<file path="config.mk">
export PLATFORM = sky130hd
export DESIGN_NAME = iq_alloc
export DESIGN_NICKNAME = d
export VERILOG_FILES = /design/src/rtl/iq_pkg.sv /design/src/rtl/iq_free_pick.sv /design/src/rtl/iq_alloc.sv
export SDC_FILE = /design/constraint.sdc
export NUM_CORES = 1
export LEC_CHECK = 0
export BUFFER_PORTS_ARGS = -buffer_cell sky130_fd_sc_hd__buf_2
export CAP_MARGIN = 20
export CORE_MARGIN = 4
export CORE_UTILIZATION = 60
export DETAILED_ROUTE_END_ITERATION = 16
export PLACE_DENSITY = 0.89
export SETUP_SLACK_MARGIN = 0.05
export SLEW_MARGIN = 20
export SYNTH_ARGS = -nofsm -noshare
export SYNTH_HDL_FRONTEND = slang
export SYNTH_SLANG_ARGS = --single-unit
</file>
<file path="constraint.sdc">
create_clock -name clk -period 50.5 [get_ports clk]
set_input_delay 10.1 -clock clk [delete_from_list [all_inputs] [get_ports clk]]
set_output_delay 10.1 -clock clk [all_outputs]
set_load 0.05 [all_outputs]
</file>
<file path="src/rtl/iq_pkg.sv">
// Shared issue-queue constants and types (allocator, CIQ, arbiter, wakeup).
package iq_pkg;

  localparam int unsigned INSTR_NUM = 4;
  localparam int unsigned ISSUE_NUM = 4;
  localparam int unsigned CIQ_DEPTH = 16;
  localparam int unsigned IQ_ADDR_W = 4;
  localparam int unsigned AGE       = 5;

  localparam int unsigned CNT_W  = IQ_ADDR_W + 1;
  localparam int unsigned LANE_W = $clog2(INSTR_NUM);
  localparam int unsigned SLOT_W = $clog2(INSTR_NUM + 1);

  typedef logic [IQ_ADDR_W-1:0] iq_addr_t;
  typedef logic [AGE-1:0]       iq_age_t;
  typedef logic [CNT_W-1:0]     iq_cnt_t;

  // Per-lane CIQ write payload
  typedef struct packed {
    iq_addr_t addr;
    iq_age_t  age;
  } iq_wr_t;

  function automatic iq_cnt_t count_ones(input logic [CIQ_DEPTH-1:0] v);
    iq_cnt_t n;
    n = '0;
    for (int unsigned k = 0; k < CIQ_DEPTH; k++) begin
      n = n + CNT_W'(v[k]);
    end
    return n;
  endfunction

endpackage

</file>
<file path="src/rtl/iq_free_pick.sv">
// Returns the indices of the lowest INSTR_NUM free CIQ entries, lowest first.
module iq_free_pick
  import iq_pkg::*;
(
  input  logic [CIQ_DEPTH-1:0]           free_vec,
  output logic [INSTR_NUM*IQ_ADDR_W-1:0] pick_addr,
  output logic [INSTR_NUM-1:0]           pick_vld
);

  logic [SLOT_W-1:0] found;

  always_comb begin
    pick_addr = '0;
    pick_vld  = '0;
    found     = '0;
    for (int unsigned e = 0; e < CIQ_DEPTH; e++) begin
      if (free_vec[e] && (found < SLOT_W'(INSTR_NUM))) begin
        for (int unsigned s = 0; s < INSTR_NUM; s++) begin
          if (found == SLOT_W'(s)) begin
            pick_addr[s*IQ_ADDR_W +: IQ_ADDR_W] = IQ_ADDR_W'(e);
            pick_vld[s]                         = 1'b1;
          end
        end
        found = found + SLOT_W'(1);
      end
    end
  end

endmodule

</file>
<file path="src/rtl/iq_alloc.sv">
// Issue-queue entry allocator: hands out free CIQ entries and age tags per dispatch group.
// Optional stall counter output enabled by IQ_ALLOC_STALL_CNT_EN.
module iq_alloc
  import iq_pkg::*;
(
  input  logic                           clk,
  input  logic                           rst_n,
  input  logic [INSTR_NUM-1:0]           dispatch_valid,
  output logic                           dispatch_ready,
  output logic [INSTR_NUM*IQ_ADDR_W-1:0] free_addr,
  output logic [INSTR_NUM-1:0]           free_valid,
  output logic [INSTR_NUM*AGE-1:0]       age,
  input  logic [ISSUE_NUM*IQ_ADDR_W-1:0] arbit_addr,
  input  logic [ISSUE_NUM-1:0]           arbit_grant,
  input  logic                           flush,
  output logic [CNT_W-1:0]               free_cnt,
  output logic                           iq_full,
  output logic                           iq_empty
`ifdef IQ_ALLOC_STALL_CNT_EN
  ,
  output logic [31:0]                    stall_cnt
`endif
);

  logic [CIQ_DEPTH-1:0]           free_vec;
  logic [CIQ_DEPTH-1:0]           free_vec_nxt;
  logic [CIQ_DEPTH-1:0]           alloc_mask;
  logic [CIQ_DEPTH-1:0]           grant_mask;
  logic [CIQ_DEPTH-1:0]           rel_mask;
  iq_age_t                        age_cnt;
  iq_cnt_t                        need;
  iq_cnt_t                        free_cnt_nxt;
  logic                           fire;
  logic                           dup_grant;
  logic                           bad_grant;
  logic [LANE_W-1:0]              rank [INSTR_NUM];
  logic [INSTR_NUM*IQ_ADDR_W-1:0] pick_addr;
  logic [INSTR_NUM-1:0]           pick_vld;
  iq_addr_t                       pick_arr [INSTR_NUM];
  iq_wr_t                         lane_wr [INSTR_NUM];

  iq_free_pick u_free_pick (
    .free_vec  (free_vec),
    .pick_addr (pick_addr),
    .pick_vld  (pick_vld)
  );

  for (genvar s = 0; s < INSTR_NUM; s++) begin : g_pick
    assign pick_arr[s] = pick_addr[s*IQ_ADDR_W +: IQ_ADDR_W];
  end

  // Rank of each lane among valid lanes, and group size
  always_comb begin
    logic [SLOT_W-1:0] run;
    run = '0;
    for (int unsigned i = 0; i < INSTR_NUM; i++) begin
      rank[i] = LANE_W'(run);
      run     = run + SLOT_W'(dispatch_valid[i]);
    end
    need = CNT_W'(run);
  end

  assign dispatch_ready = rst_n & ~flush & (free_cnt >= need);
  assign fire           = dispatch_ready & (need != '0);
  assign free_valid     = dispatch_valid & {INSTR_NUM{dispatch_ready}};

  // Lane address/age assignment and the allocation mask
  always_comb begin
    alloc_mask = '0;
    free_addr  = '0;
    age        = '0;
    for (int unsigned i = 0; i < INSTR_NUM; i++) begin
      lane_wr[i] = '0;
      if (dispatch_valid[i]) begin
        lane_wr[i].addr = pick_arr[rank[i]];
        lane_wr[i].age  = age_cnt + AGE'(rank[i]);
      end
      if (free_valid[i]) begin
        alloc_mask[lane_wr[i].addr] = 1'b1;
      end
      free_addr[i*IQ_ADDR_W +: IQ_ADDR_W] = lane_wr[i].addr;
      age[i*AGE +: AGE]                   = lane_wr[i].age;
    end
  end

  // Releases: duplicates collapse in the mask, grants to free entries drop out
  always_comb begin
    grant_mask = '0;
    dup_grant  = 1'b0;
    for (int unsigned j = 0; j < ISSUE_NUM; j++) begin
      if (arbit_grant[j]) begin
        grant_mask[arbit_addr[j*IQ_ADDR_W +: IQ_ADDR_W]] = 1'b1;
        for (int unsigned k = 0; k < j; k++) begin
          if (arbit_grant[k] &&
              (arbit_addr[k*IQ_ADDR_W +: IQ_ADDR_W] == arbit_addr[j*IQ_ADDR_W +: IQ_ADDR_W])) begin
            dup_grant = 1'b1;
          end
        end
      end
    end
  end

  assign rel_mask     = grant_mask & ~free_vec;
  assign bad_grant    = |(grant_mask & free_vec);
  assign free_vec_nxt = (free_vec & ~alloc_mask) | rel_mask;
  assign free_cnt_nxt = free_cnt + count_ones(rel_mask) - count_ones(alloc_mask);

  always_ff @(posedge clk or negedge rst_n) begin
    if (!rst_n) begin
      free_vec <= '1;
      free_cnt <= CNT_W'(CIQ_DEPTH);
      age_cnt  <= '0;
    end else if (flush) begin
      free_vec <= '1;
      free_cnt <= CNT_W'(CIQ_DEPTH);
      age_cnt  <= '0;
    end else begin
      free_vec <= free_vec_nxt;
      free_cnt <= free_cnt_nxt;
      if (fire) begin
        age_cnt <= age_cnt + AGE'(need);
      end
    end
  end

  assign iq_full  = (free_cnt == '0);
  assign iq_empty = (free_cnt == CNT_W'(CIQ_DEPTH));

`ifdef IQ_ALLOC_STALL_CNT_EN
  // Cycles where rename had work but the group did not fit; saturating
  always_ff @(posedge clk or negedge rst_n) begin
    if (!rst_n) begin
      stall_cnt <= '0;
    end else if ((need != '0) && !dispatch_ready && !flush && (stall_cnt != '1)) begin
      stall_cnt <= stall_cnt + 32'd1;
    end
  end
`endif

  a_dup_grant: assert property (@(posedge clk) disable iff (!rst_n || flush) !dup_grant)
    else $error("iq_alloc: two grant lanes release the same entry");
  a_bad_grant: assert property (@(posedge clk) disable iff (!rst_n || flush) !bad_grant)
    else $error("iq_alloc: grant releases an entry that is already free");
  a_pick_ok: assert property (@(posedge clk) disable iff (!rst_n)
                              !fire || (count_ones(CIQ_DEPTH'(pick_vld)) >= need))
    else $error("iq_alloc: accepted group larger than available picks");

endmodule

</file>
==> summary.txt <==
Setup path
  – Category of cells accounting for the largest share of critical-path delay: simple AND/OR/NAND/NOR gates
  – Path depth of the worst reg2reg path: 71
  – Data required time of the worst path: 40400 ps
  – End point of the critical path: free_addr[13]
  – Critical path fanouts, max: 22
  – Worst r2r src: free_vec[1]$_DFF_PN1_
  – Arrival time of data at the critical path endpoint: ~15000 ps
  – Standard cell with the maximum stage delay on the critical path: nor3_1
  – Origin of the worst setup path: free_vec[1]$_DFF_PN1_
  – Kind of end point of the critical path: output port
  – Slack of the worst reg-to-reg path: about 31000 ps
  – Instance count on the critical path: 57
  – Setup Crit Path Kind: reg -> out
  – Count of buffer and inverter cells on the critical path: 8
  – Cell with the most instances on the worst path: ha_1
  – Stage delay of the slowest cell on the critical path: approximately 700 ps
  – RR Endpoint: free_cnt[3]$_DFF_PN0_
  – Kind of start point of the critical path: register

CTS
  – TritonCTS clock tree: yes
  – H-tree levels: 1
  – Number of buffers inserted during clock tree synthesis: 3
  – Clock-pin slew on the worst setup and hold paths: around 80 ps
  – Post-cts resize count: 0
  – Clock sink count: 26
  – Post-CTS Repair Setup Buffers: 0
  – Worst skew pair latency: 270 ps
  – Post-cts hold buffer count: 0
  – Root buf cell: clkbuf_16
  – Maximum count of clock buffers along a single path: 2

Synth
  – Share of the synthesized netlist area taken by xor and xnor gates: 3.492%
  – Fraction of synthesized area in multiplexers: under 10%
  – Number of synthesized flops with an enable pin: 0
  – Synthesized-area fraction occupied by and/or/nand/nor cells: 30.02%
  – Unique cell type count in the Yosys netlist: 98
  – Synthesized flop and latch total: 26
  – Dominant combinational cell family by area after synthesis: simple AND/OR/NAND/NOR gates
  – Cell area after technology mapping: 7669 um2
  – Compound-cell area share of the yosys netlist: between 20% and 30%
  – Commonest register cell after synthesis: dfstp_2
  – Number of warnings reported in the yosys synthesis log: 0
  – Synth Area in Adders: 23.89%
  – Count of mapped cells out of synthesis: 1018
  – Post-Syn Area per Cell: 7.533 um2
  – Async SR Flop Fraction: 100.0%
  – Post-synth net total: 1171
  – Sequential share of the synthesized area: 8.762%

Final layout
  – Net count, final: 1217
  – Layout cells sized above 1: 13.92%
  – Number of antenna repair diodes: 0
  – Synth-to-Final Area Change: 7.228%

STA
  – Max transition margin: 39.13%
  – Unrepaired setup endpoints after global routing: no
  – Period utilization: 50.35%
  – Final min period: between 20000 and 30000 ps
  – Max Slew Vio Count: 0
  – Final total negative setup slack: 0 ps
  – Highest clock frequency the design can meet: 39.33 MHz
  – Final count of negative-setup-slack endpoints: 0
  – Transition time at the pin with the least slew margin: 901.7 ps
  – Final number of hold-violating endpoints: 0
  – Worst Clk Skew: ~13 ps

Floorplanning
  – Num rows: 41
  – Total die area: 14650 um2
  – Vert. Die Dim: about 120 um
  – Standard cell core area: 12570 um2
  – Top-level I/O count: 75
  – Initial Util: 61.02%
  – Horiz. Die Dim: 121.1 um

Drt
  – Total Routed Length: 25370 um
  – Violation count after the first detailed-route iteration: ~1.0k
  – Remaining antenna violation count after routing: 0
  – DRC: 0
  – WL per Instance: around 21 um
  – First drt pass iteration count: 6
  – Vias after detailed routing: 8282
  – Ratio of routed vias to standard cells: 6.706

Placement
  – GP Congestion: 1.072
  – Hpwl dp: 20980 um
  – Input/output buffers: 74

Flow run
  – Number of max-cap violations: 0

GRT
  – Number of global-route vias before repair: slightly below 8k
  – Largest net degree at the start of global routing: 32
  – Number of antenna violations at the first check in global routing: 0
  – Global-route wire length before repair: between 40000 and 50000 um
  – Sum of overflow across all layers after global routing: 0
  – Global-route usage over all layers: approximately 34%

Run status
  – Result of the run: complete, no violations

Worst hold path
  – Class of the worst hold path: reg -> reg
cells in the mapped netlist (11+ instances only):
cell | count | area, um2
a211oi_1 | 11 | 82.58
a21o_1 | 13 | 97.59
a21oi_1 | 29 | 145.1
a221oi_1 | 20 | 175.2
a22oi_1 | 11 | 82.58
and2_1 | 35 | 219.0
and3_1 | 18 | 112.6
clkbuf_1 | 22 | 82.58
dfstp_2 | 17 | 446.7
fa_1 | 34 | 680.7
ha_1 | 92 | 1151
inv_1 | 101 | 379.1
nand2_1 | 102 | 382.9
nand2b_1 | 25 | 156.4
nand3_1 | 35 | 175.2
nand4_1 | 18 | 112.6
nor2_1 | 75 | 281.5
nor2b_1 | 23 | 143.9
nor3_1 | 35 | 175.2
nor4_1 | 12 | 75.07
o211ai_1 | 11 | 82.58
o21ai_0 | 26 | 130.1
o22ai_1 | 16 | 100.1
or3_1 | 12 | 75.07
xnor2_1 | 21 | 183.9
cell usage in the layout, fill, tap and decap left out, types with 16 or more instances in the layout:
master	netlist	routed
nor2_1	75	75
inv_1	101	101
o22ai_1	16	16
a221oi_1	20	20
nor2b_1	23	23
ha_1	92	92
fa_1	34	34
a21oi_1	29	29
buf_2	9	74
nand3_1	35	35
dfstp_2	17	17
and2_1	35	35
xnor2_1	21	21
o21ai_0	26	26
and3_1	18	18
nor3_1	35	35
nand2b_1	25	25
nand2_1	102	102
nand4_1	18	18
routing by layer:
layer / global-route usage [%] / routed length (um)
met5: 0 / 0
met4: 18.20 / 1551
met3: 3.636 / 2214
met2: 54.85 / 11730
met1: 44.93 / 9876
logic make-up (layout without fill, tap and decap cells):
kind of cell | after synthesis | after routing
AO/OA/AOI/OAI | 248 | 248
XOR/XNOR | 28 | 28
adder cells (fa/ha/maj) | 126 | 126
buffers and inverters | 143 | 188
flip-flops | 26 | 26
multiplexers | 10 | 10
AND/OR/NAND/NOR | 437 | 437
stage by stage:
step	utilization, %	worst slack (ps)	instances	area, um2	hold WS (ps)
after global placement	64.63	26120	1231	8123	578.1
after floorplan	-	26130	1018	7669	517.1
final	65.43	25070	1235	8223	592.1
after detailed placement	64.63	25710	1231	8123	578.8
after global routing	65.43	23820	1235	8223	605.3
after CTS	65.43	25400	1235	8223	592.4
sequential cells by signal (all words and copies together) (netlist names):
signal and count:
free_vec 16, age_cnt 5, free_cnt 5
area by class of cell:
type                       count  area (um2)
multi-input combinational    849        6445
fill                        1101        4345
sequential                    26       671.9
timing repair buffer          76       385.4
clock buffer                   4       100.1
tap                          172       215.2
inverter                     108       405.4
worst min-delay path by stage:
stage	start	endpoint	slack (ps)	cells after the start
floorplan	free_vec[10]$_DFF_PN1_	free_vec[10]$_DFF_PN1_	520	2
global placement	free_vec[6]$_DFF_PN1_	free_vec[6]$_DFF_PN1_	580	1
detailed placement	free_vec[6]$_DFF_PN1_	free_vec[6]$_DFF_PN1_	580	1
CTS	free_vec[6]$_DFF_PN1_	free_vec[6]$_DFF_PN1_	590	1
global route	free_vec[6]$_DFF_PN1_	free_vec[6]$_DFF_PN1_	610	1
finish	free_vec[6]$_DFF_PN1_	free_vec[6]$_DFF_PN1_	590	1
Power is not shown: default switching activity piles up to over one toggle a cycle in this logic, so the estimate is an artifact.
